<file path="src/rtl/game_flow_ctrl.sv">
// game_flow_ctrl: frame-paced tick generator with score, level, lives and death/respawn/over/won sequencing
module game_flow_ctrl #(
    parameter int SCORE_W          = 8,
    parameter int LIVES            = 3,
    parameter int LEVELS           = 8,
    parameter int APPLES_PER_LEVEL = 4,
    parameter int BASE_FRAMES      = 16,
    parameter int FRAME_STEP       = 2,
    parameter int DEATH_FRAMES     = 60
) (
    input  logic                        clk,
    input  logic                        rst_n,
    input  logic                        i_restart,
    input  logic                        i_pause,
    input  logic                        i_start,
    input  logic                        i_vsync,
    input  logic                        i_tick_done,
    input  logic                        i_ready,
    input  logic                        i_eat,
    input  logic                        i_failure,
    input  logic                        i_success,
    output logic                        o_tick,
    output logic                        o_game_rst_n,
    output logic [2:0]                  o_state,
    output logic [SCORE_W-1:0]          o_score,
    output logic [$clog2(LIVES+1)-1:0]  o_lives,
    output logic [$clog2(LEVELS)-1:0]   o_level,
    output logic                        o_failure,
    output logic                        o_success,
    output logic                        o_flash
);
    typedef enum logic [2:0] {IDLE, RUN, DYING, RESPAWN, OVER, WON} state_t;
    localparam int LW   = $clog2(LIVES + 1);
    localparam int VW   = $clog2(LEVELS);
    localparam int AW   = $clog2(APPLES_PER_LEVEL + 1);
    localparam int FMAX = BASE_FRAMES > DEATH_FRAMES ? BASE_FRAMES : DEATH_FRAMES;
    localparam int FW   = $clog2(FMAX + 1);
    state_t             state_q, state_d;
    logic [SCORE_W-1:0] score_q, score_d;
    logic [LW-1:0]      lives_q, lives_d;
    logic [VW-1:0]      level_q, level_d;
    logic [AW-1:0]      acnt_q, acnt_d;
    logic [FW-1:0]      fc_q, fc_d;
    logic               pend_q, pend_d;
    logic               tick_q, tick_d;
    logic [31:0]        red, period;
    logic               wrap;
    // tick period shrinks with level, clamped at one frame without underflow
    always_comb begin
        red    = 32'(level_q) * 32'(FRAME_STEP);
        period = (32'(BASE_FRAMES) > red) ? 32'(BASE_FRAMES) - red : 32'd1;
        wrap   = 32'(fc_q) >= period - 32'd1;
    end
    // next-state: game FSM, frame counting, tick issue, score and level bookkeeping
    always_comb begin
        state_d = state_q;
        score_d = score_q;
        lives_d = lives_q;
        level_d = level_q;
        acnt_d  = acnt_q;
        fc_d    = fc_q;
        pend_d  = pend_q;
        tick_d  = 1'b0;
        case (state_q)
            IDLE: begin
                fc_d    = '0;
                state_d = i_start ? RUN : IDLE;
            end
            RUN: begin
                if (i_vsync && !i_pause) begin
                    fc_d   = wrap ? '0 : fc_q + FW'(1);
                    pend_d = pend_q | wrap;
                end
                tick_d = pend_q && i_tick_done && i_ready && !i_pause;
                if (tick_d) pend_d = 1'b0;
                if (i_eat) begin
                    score_d = &score_q ? score_q : score_q + SCORE_W'(1);
                    acnt_d  = (acnt_q == AW'(APPLES_PER_LEVEL - 1)) ? '0 : acnt_q + AW'(1);
                    if (acnt_q == AW'(APPLES_PER_LEVEL - 1))
                        level_d = (level_q == VW'(LEVELS - 1)) ? level_q : level_q + VW'(1);
                end
                if (i_failure) begin
                    lives_d = lives_q - LW'(1);
                    state_d = (lives_q == LW'(1)) ? OVER : DYING;
                    fc_d    = '0;
                    pend_d  = 1'b0;
                end else if (i_success) begin
                    state_d = WON;
                end
            end
            DYING: begin
                if (i_vsync) begin
                    fc_d    = (fc_q == FW'(DEATH_FRAMES - 1)) ? '0 : fc_q + FW'(1);
                    state_d = (fc_q == FW'(DEATH_FRAMES - 1)) ? RESPAWN : DYING;
                end
            end
            RESPAWN: state_d = IDLE;
            default: state_d = state_q;
        endcase
    end
    // state registers; restart clears all game state exactly like reset
    always_ff @(posedge clk) begin
        if (!rst_n || i_restart) begin
            state_q <= IDLE;
            score_q <= '0;
            lives_q <= LW'(LIVES);
            level_q <= '0;
            acnt_q  <= '0;
            fc_q    <= '0;
            pend_q  <= 1'b0;
            tick_q  <= 1'b0;
        end else begin
            state_q <= state_d;
            score_q <= score_d;
            lives_q <= lives_d;
            level_q <= level_d;
            acnt_q  <= acnt_d;
            fc_q    <= fc_d;
            pend_q  <= pend_d;
            tick_q  <= tick_d;
        end
    end
    assign o_tick       = tick_q;
    assign o_game_rst_n = rst_n && !i_restart && state_q != RESPAWN;
    assign o_state      = state_q;
    assign o_score      = score_q;
    assign o_lives      = lives_q;
    assign o_level      = level_q;
    assign o_failure    = state_q == OVER;
    assign o_success    = state_q == WON;
    assign o_flash      = state_q == DYING && fc_q[2];
endmodule

</file>
<file path="config.mk">
export PLATFORM = sky130hd
export DESIGN_NAME = game_flow_ctrl
export DESIGN_NICKNAME = d
export VERILOG_FILES = /design/src/rtl/game_flow_ctrl.sv
export SDC_FILE = /design/constraint.sdc
export NUM_CORES = 1
export LEC_CHECK = 0
export BUFFER_PORTS_ARGS = -buffer_cell sky130_fd_sc_hd__buf_2
export CORE_UTILIZATION = 40
export CTS_BUF_LIST = sky130_fd_sc_hd__clkbuf_4 sky130_fd_sc_hd__clkbuf_8
export DETAILED_ROUTE_END_ITERATION = 16
export GPL_TIMING_DRIVEN = 1
export HOLD_SLACK_MARGIN = 0.15
export PLACE_DENSITY = 0.67
export SYNTH_ARGS = -nofsm -noshare
export SYNTH_HDL_FRONTEND = slang
export SYNTH_SLANG_ARGS = --single-unit
</file>
<file path="constraint.sdc">
create_clock -name clk -period 3 [get_ports clk]
set_input_delay 0.15 -clock clk [delete_from_list [all_inputs] [get_ports clk]]
set_output_delay 0.15 -clock clk [all_outputs]
set_load 0.005 [all_outputs]
</file>
==> results of run 1 <==
-- cell families after synthesis --
kind of cell / Yosys count
simple gates: 87
compound gates: 31
flops: 27
buf+inv: 14
fa+ha+maj: 13
xor+xnor: 12
mux: 4
-- layout make-up --
class	count	area share (%)
Clock inverter	1	0.470
Timing Repair Buffer	32	8.73
Multi-Input combinational cell	147	54.9
Sequential cell	27	29.0
Clock buffer	3	2.22
Inverter	7	1.41
Tap cell	48	3.22
-- repair_timing --
action                                  in CTS  in global routing
gates resized for setup                      0                  1
endpoints found under the setup margin       0                  4
hold endpoints to repair                     0                  0
setup buffers                                0                  0
-- registers in the layout, summed over array words and instances, names as in the netlist --
register,cells
acnt_q,3
fc_q,6
o_level,3
o_lives,2
o_score,8
o_state,3
o_tick,1
pend_q,1
-- routing by layer --
layer / global-route usage, % / wire length [um] / vias to the layer above / part of all wire [%]
li1: - / - / 736 / -
met1: 24.1 / 1670 / 656 / 49
met5: 0 / 0 / - / 0
met4: 5.98 / 29 / 0 / 0.86
met3: 1.74 / 139 / 4 / 4.1
met2: 28.2 / 1550 / 38 / 46
-- through the flow --
step,cell area (um2),setup WS (ns),cells
final,1860,0.334,265
after global routing,1860,0.0887,265
after CTS,1860,0.222,265
after detailed placement,1810,0.238,261
after global placement,1810,0.297,261
after floorplan,1620,0.481,188
-- power by group through the flow --
| stage | Combinational (mW) | Sequential, mW | Clock, mW |
|---|---|---|---|
| after floorplan | 0.0306 | 0.372 | 0 |
| after global placement | 0.0454 | 0.375 | 0 |
| after detailed placement | 0.0456 | 0.375 | 0 |
| after CTS | 0.0458 | 0.367 | 0.231 |
| after global routing | 0.0513 | 0.368 | 0.245 |
| final | 0.0455 | 0.367 | 0.226 |
-- worst max path at each step --
stage	start	end	slack, ns	depth (start not counted)
2_1_floorplan	o_level[0]$_SDFFE_PP0P_	fc_q[5]$_SDFFE_PP0P_	0.48	10
3_3_place_gp	o_level[0]$_SDFFE_PP0P_	fc_q[5]$_SDFFE_PP0P_	0.30	10
3_5_place_dp	o_level[0]$_SDFFE_PP0P_	fc_q[5]$_SDFFE_PP0P_	0.24	10
4_1_cts	o_level[0]$_SDFFE_PP0P_	fc_q[5]$_SDFFE_PP0P_	0.22	10
5_1_grt	o_level[0]$_SDFFE_PP0P_	fc_q[4]$_SDFFE_PP0P_	0.09	10
6_report	o_level[0]$_SDFFE_PP0P_	fc_q[5]$_SDFFE_PP0P_	0.33	10
-- layout by cell type (no fill, tap or decap), drive strengths merged, types with 4 or more instances in the layout --
master	netlist	final
a21oi	6	6
and3	5	5
buf	5	32
dfxtp	27	27
ha	13	13
inv	7	8
nand2	15	15
nand3	11	11
nand4	6	6
nor2	24	24
nor2b	5	5
nor3	4	4
o21ai	6	6
xnor2	4	4
xor2	8	8
-- worst max-delay path, delay by kind of cell, from the launching register on --
family | cells | cell delay [ns]
buffers and inverters | 1 | 0.12
DFF | 1 | 0.51
and+or+nand+nor | 3 | 0.44
adders and majority gates | 3 | 0.91
AOI/OAI and AO/OA | 3 | 0.63
==> impl_results.md, run 1 <==
* Outcome: completed
* Gate Count Post-Synth at 188
* Initial Utilization at 43.0%
* Synth Area per Inst at 8.62 um2
* Multi-input gate area at roughly 1000 um2
* CTS Buf Count at 3
* Worst hold stages at 3
* Initial antenna violation count at 0
* TritonCTS Sinks at 27
* Most used flip-flop cell after synthesis: dfxtp_1
* Min Tclk post-route at between 2 and 3 ns
* Hold buffers post-CTS at 0
* Post-route ant nets at 0
* IO Port Bufs at 31
* Critical Path End Type: flop
* Worst r2r src: o_level[0]$_SDFFE_PP0P_
* Seq pwr share at a little under three fifths
* Register bit total from synthesis at 27
* Vias at around 1.4k
* RSZ-0062 raised after global routing: false
* Placer congestion estimate at between 0.8 and 0.9
* Clock share of power at around 35%
* Post-synth net total at around 210
* Hold path start: i_eat
* Core Util, Final at approximately half
* TritonCTS clock tree: yes
* Clock Skews at 0.00807 ns
* Area leader, netlist: dfxtp_1
* Pwr Total at 0.638 mW
* Async S/R FF share, synth at 0%
* Final Cycle Share at around nine tenths
* Iteration-0 DRC Markers at between 70 and 80
* Total internal power at between 0.4 and 0.5 mW
* Synthesis-to-finish area growth at 15.0%
* Synth Area in Simple Gates at around 29%
* Worst hold-check path type: in -> reg
* Final Hold Vio Count at 0
* F_max at between 300 and 400 MHz
* Global Route Usage Sum at between 10% and 20%
* Grt total ovfl at 0
* Pwr dens at ~340 nW/um2
* Yosys warnings at 0
* FF-to-FF setup slack at ~0.33 ns
* Area share of fa/ha/maj cells after synthesis at approximately a tenth
* Vias in the first global route at 1341
* Worst setup SP type: flop
* Wirelength, routed at 3.39 mm
* Post-synthesis instance area at roughly 1600 um2
* Sink of the worst hold path: acnt_q[1]$_SDFFE_PP0P_
* Worst R2R Path Depth at 10
* Max capacitance violation total at 0
* Final HPWL DP at ~2.5 mm
* Most frequent cell after synthesis: dfxtp_1
* Max-slew violations at 0
* Layout fillers at roughly 360
* Die area at 4310 um2
* TNS Setup at 0 ns
* Wirelength per Cell at 12.8 um
* CP max stage delay at approximately 0.51 ns
* IO Count at 32
* Share of cells above drive strength 1 at between 10% and 20%
* Worst rel slew slack at around 60%
* Antenna diodes at 0
* Final setup viols at 0
* Reg-to-Reg End: fc_q[5]$_SDFFE_PP0P_
* P_sw at between 0.15 and 0.2 mW
* Share of Yosys cell area claimed by the top area cell type at around 33%
* Nets at between 200 and 250
* Critical Path Fanout Max at 9
* Clk Latency, worst-skew pair at approximately 0.28 ns
* Post-synth EDFFs at 0
* Logic pwr share at approximately 7.1%
* First-pass GRT wire length at between 5 and 6 mm
* CP arrival at around 2.9 ns
* Top cells by area, synth: dfxtp_1 (33%), ha_1 (10%), nor2_1 (5.6%)
* Core Region at about 3800 um2
* Sequential fraction of the synthesis area at between 30% and 40%
* Pleak at slightly above 0.8 nW
* Post-synthesis mux area share at ~2.5%
* XOR/XNOR Fraction of Synth Area at 6.49%
* Initial DRT Pass Iterations at 4
* Clock Path Buffers at 2
* Worst-path cell chain: inv_1 -> ha_1 -> nor3_1 -> ha_1 -> ha_1 -> nand4_1 -> o22ai_1 -> o2111ai_2 -> nand2_1 -> o31ai_1
* Slowest cell on crit path: dfxtp_1
* Worst slew pin tran at ~0.59 ns
* Via-per-instance ratio at between 5 and 6
* Crit Path Category: reg -> reg
* Commonest cells in the netlist: dfxtp_1 (27), nor2_1 (24), nand2_1 (14), ha_1 (13), nand3_1 (11)
* Chip Width at between 60 and 70 um
* Post-synthesis cell type count at 45
* Synth Area in Compound Gates at between 10 and 15%
* CP Data Required Time at ~3.2 ns
* Cell row count at 22
* CP most frequent cell: ha_1
* Worst-path clk slew at around 0.11 ns
* Register area at approximately 540 um2
* Sw frac at 24.9%
* Peak supply drop at approximately 0.15 mV
* Pin count of the biggest net entering global routing at 22
* Main combinational cell family by area after synthesis: simple AND/OR/NAND/NOR gates
* Root buffer cell: clkbuf_8
* Final Hold Slack at around 0.18 ns
* DRC violations left at 0
* Die span in y at approximately 66 um
* Clock H-tree levels at 1
(Power assumes the default switching activity.)
==> run 2, diff against run 1 <==
--- a/config.mk
+++ b/config.mk
@@ -5,9 +5,11 @@
 export SDC_FILE = /design/constraint.sdc
 export NUM_CORES = 1
 export LEC_CHECK = 0
+export ABC_AREA = 1
 export BUFFER_PORTS_ARGS = -buffer_cell sky130_fd_sc_hd__buf_2
 export CORE_UTILIZATION = 40
 export CTS_BUF_LIST = sky130_fd_sc_hd__clkbuf_4 sky130_fd_sc_hd__clkbuf_8
+export CTS_CLUSTER_SIZE = 20
 export DETAILED_ROUTE_END_ITERATION = 16
 export GPL_TIMING_DRIVEN = 1
 export HOLD_SLACK_MARGIN = 0.15
==> impl_results.md, run 2 <==
* Seq pwr share at between 50% and 60%
* Sw frac at a little over a quarter
* TritonCTS Sinks at 27
* Final worst slack at 0.609 ns
* Initial Utilization at roughly two fifths
* CP arrival at 2.60 ns
* Critical Path Fanout Max at 6
* Area leader, netlist: dfxtp_1
* Worst slew pin tran at approximately 0.48 ns
* Worst-path clk slew at 0.10 ns
* IO Port Bufs at 31
* Worst Setup SP: o_level[0]$_SDFFE_PP0P_
* Most frequent cell after synthesis: nand2_1
* Worst slack at placement at 0.610 ns
* Max-slew violations at 0
* Clock share of power at around 33%
* F_max at around 420 MHz
* Final HPWL DP at 2.56 mm
* Min Tclk post-route at approximately 2.4 ns
* Synth Area per Inst at just under 7 um2
* Placed instance area at between 1500 and 2000 um2
* Max capacitance violation total at 0
* CP Data Required Time at between 3 and 4 ns
* Share of Yosys cell area claimed by the top area cell type at roughly 32%
* Initial DRT Pass Iterations at 4
* IO Count at 32
* Sequential fraction of the synthesis area at ~32%
* Post-synth EDFFs at 0
* Commonest non-fill, non-tap cell in the layout: nand2_1
* Pwr Total at approximately 0.65 mW
* Pleak at roughly 0.9 nW
* Commonest non-fill, non-tap cells in the layout: nand2_1 (46), nor2_1 (36), inv_1 (33)
* Pwr dens at about 340 nW/um2
* Critical Path End Type: flop
* Peak supply drop at roughly 0.14 mV
* CTS resizes at 0
* Final Non-Filler Cells at around 320
* Worst setup SP type: flop
* Total internal power at around 0.48 mW
* Clock Skews at between 0.003 and 0.004 ns
* RSZ-0062 raised after global routing: false
* Cell area after layout at ~1900 um2
* Wirelength per Cell at between 10 and 15 um
* Global Route Usage Sum at 16.2%
* Max FFs per register at 8
* Die span in y at 66.5 um
* TritonCTS clock tree: yes
* Post-CTS setup buffer count at 0
* Commonest cells in the netlist: nand2_1 (46), nor2_1 (36), inv_1 (33), dfxtp_1 (27), a21oi_1 (21)
* Post-synth net total at 264
* Final setup viols at 0
* Vias at 1522
* Async S/R FF share, synth at 0%
* Post-route ant nets at 0
* Die area at 4430 um2
* Core Region at 4000 um2
* Pin count of the biggest net entering global routing at 17
* P_sw at 0.170 mW
* Yosys warnings at 0
* Final Cycle Share at between 70% and 80%
* Chip Width at between 60 and 70 um
* Via-per-instance ratio at about 4.7
* Placer congestion estimate at approximately 0.85
* Placed cell count at around 320
* Cell row count at 23
* Top cells by area, synth: dfxtp_1 (32%), nand2_1 (10%), ha_1 (9.8%)
* Synthesis-to-finish area growth at 14.4%
* Outcome: completed
* Hold buffers post-CTS at 0
* Worst rel slew slack at 68.1%
* Clk Latency, worst-skew pair at between 0.2 and 0.3 ns
* Final Hold Vio Count at 0
* Initial antenna violation count at 0
* Post-synthesis instance area at approximately 1700 um2
* DRC violations left at 0
* CTS Buf Count at 3
* Wirelength, routed at between 3 and 4 mm
* Clock H-tree levels at 1
* Root buffer cell: clkbuf_8
* Register bit total from synthesis at 27
* Iteration-0 DRC Markers at between 50 and 60
* Logic pwr share at between 10% and 20%
* TNS Setup at 0 ns
* Worst hold-check path type: in -> reg
* Clock Path Buffers at 2
* Hold path start: i_tick_done
* Grt total ovfl at 0
* Worst r2r src: o_level[0]$_SDFFE_PP0P_
* Nets at a little under 300
* First-pass GRT wire length at between 5 and 6 mm
* Gate Count Post-Synth at 240
* Share of cells above drive strength 1 at around a fifth
* Crit Path Category: reg -> reg
* Post-synthesis cell type count at 35
* Antenna diodes at 0
* Vias in the first global route at 1269
* Most used flip-flop cell after synthesis: dfxtp_1
* FF-to-FF setup slack at about 0.61 ns
## run 2: cell types whose count changed in the layout (fill, tap and decap cells not counted), moves of 12 or more
| cell | before | now |
|---|---|---|
| a21oi_1 | 6 | 21 |
| inv_1 | 7 | 33 |
| nand2_1 | 14 | 46 |
| nor2_1 | 24 | 36 |
## run 2: per-stage QoR
| stage | utilization, % | hold slack (ns) |
|---|---|---|
| finish | 47.6 | 0.191 |
| global route | 47.6 | 0.194 |
| CTS | 47.6 | 0.188 |
| detailed placement | 46.5 | 0.448 |
| global placement | 46.5 | 0.441 |
| floorplan | - | 0.315 |
## run 2: final cells by class
type	count	area, um2
Sequential cell	27	541
Inverter	39	149
Timing Repair Buffer	32	163
Fill cell	418	2090
Clock buffer	3	41.3
Multi-Input combinational cell	169	945
Tap cell	50	62.6
Clock inverter	1	5.00
## run 2: power groups by stage
stage / clock, mW / sequential, mW / combinational (mW)
6_report: 0.213 / 0.367 / 0.0709
2_1_floorplan: 0 / 0.373 / 0.0528
3_5_place_dp: 0 / 0.376 / 0.0713
5_1_grt: 0.232 / 0.368 / 0.0799
3_3_place_gp: 0 / 0.376 / 0.0711
4_1_cts: 0.219 / 0.367 / 0.0715
## run 2: path summary, 6_finish.rpt
path / to / cells after the start
max: fc_q[1]$_SDFFE_PP0P_ / 16
min: o_tick$_SDFF_PP0_ / 3
max reg2reg: fc_q[1]$_SDFFE_PP0P_ / 16
min reg2reg: pend_q$_SDFFE_PP0P_ / 2
## run 2: logic make-up (layout without fill, tap and decap cells)
family | after synthesis | in the layout | synth area share (%)
compound gates | 40 | 40 | 13.4
xor+xnor | 6 | 6 | 3.16
fa+ha+maj | 13 | 13 | 9.77
buf+inv | 44 | 75 | 10.8
flops | 27 | 27 | 32.5
simple gates | 110 | 110 | 30.4
## run 2: critical path, stage by stage, from the launching register on
cell and delay (ns):
dfxtp_1 0.45, inv_2 0.10, ha_1 0.34, inv_1 0.08
nand4_1 0.11, nand2_1 0.08, ha_1 0.22, ha_1 0.26
nand2_1 0.06, inv_1 0.03, nand2_1 0.05, nand2_1 0.06
nand2_1 0.06, nand2_1 0.04, nand2_1 0.17, nand2_1 0.07
a21oi_1 0.13
## run 2: per-layer routing
| layer | wire length [um] | share of wire, % | global-route usage (%) | up-vias |
|---|---|---|---|---|
| met5 | 0 | 0 | 0 | - |
| met4 | 36 | 1.1 | 4.79 | 0 |
| met3 | 90 | 2.7 | 2.57 | 4 |
| met2 | 1500 | 45 | 26.5 | 21 |
| met1 | 1700 | 51 | 21.8 | 665 |
| li1 | - | - | - | 832 |
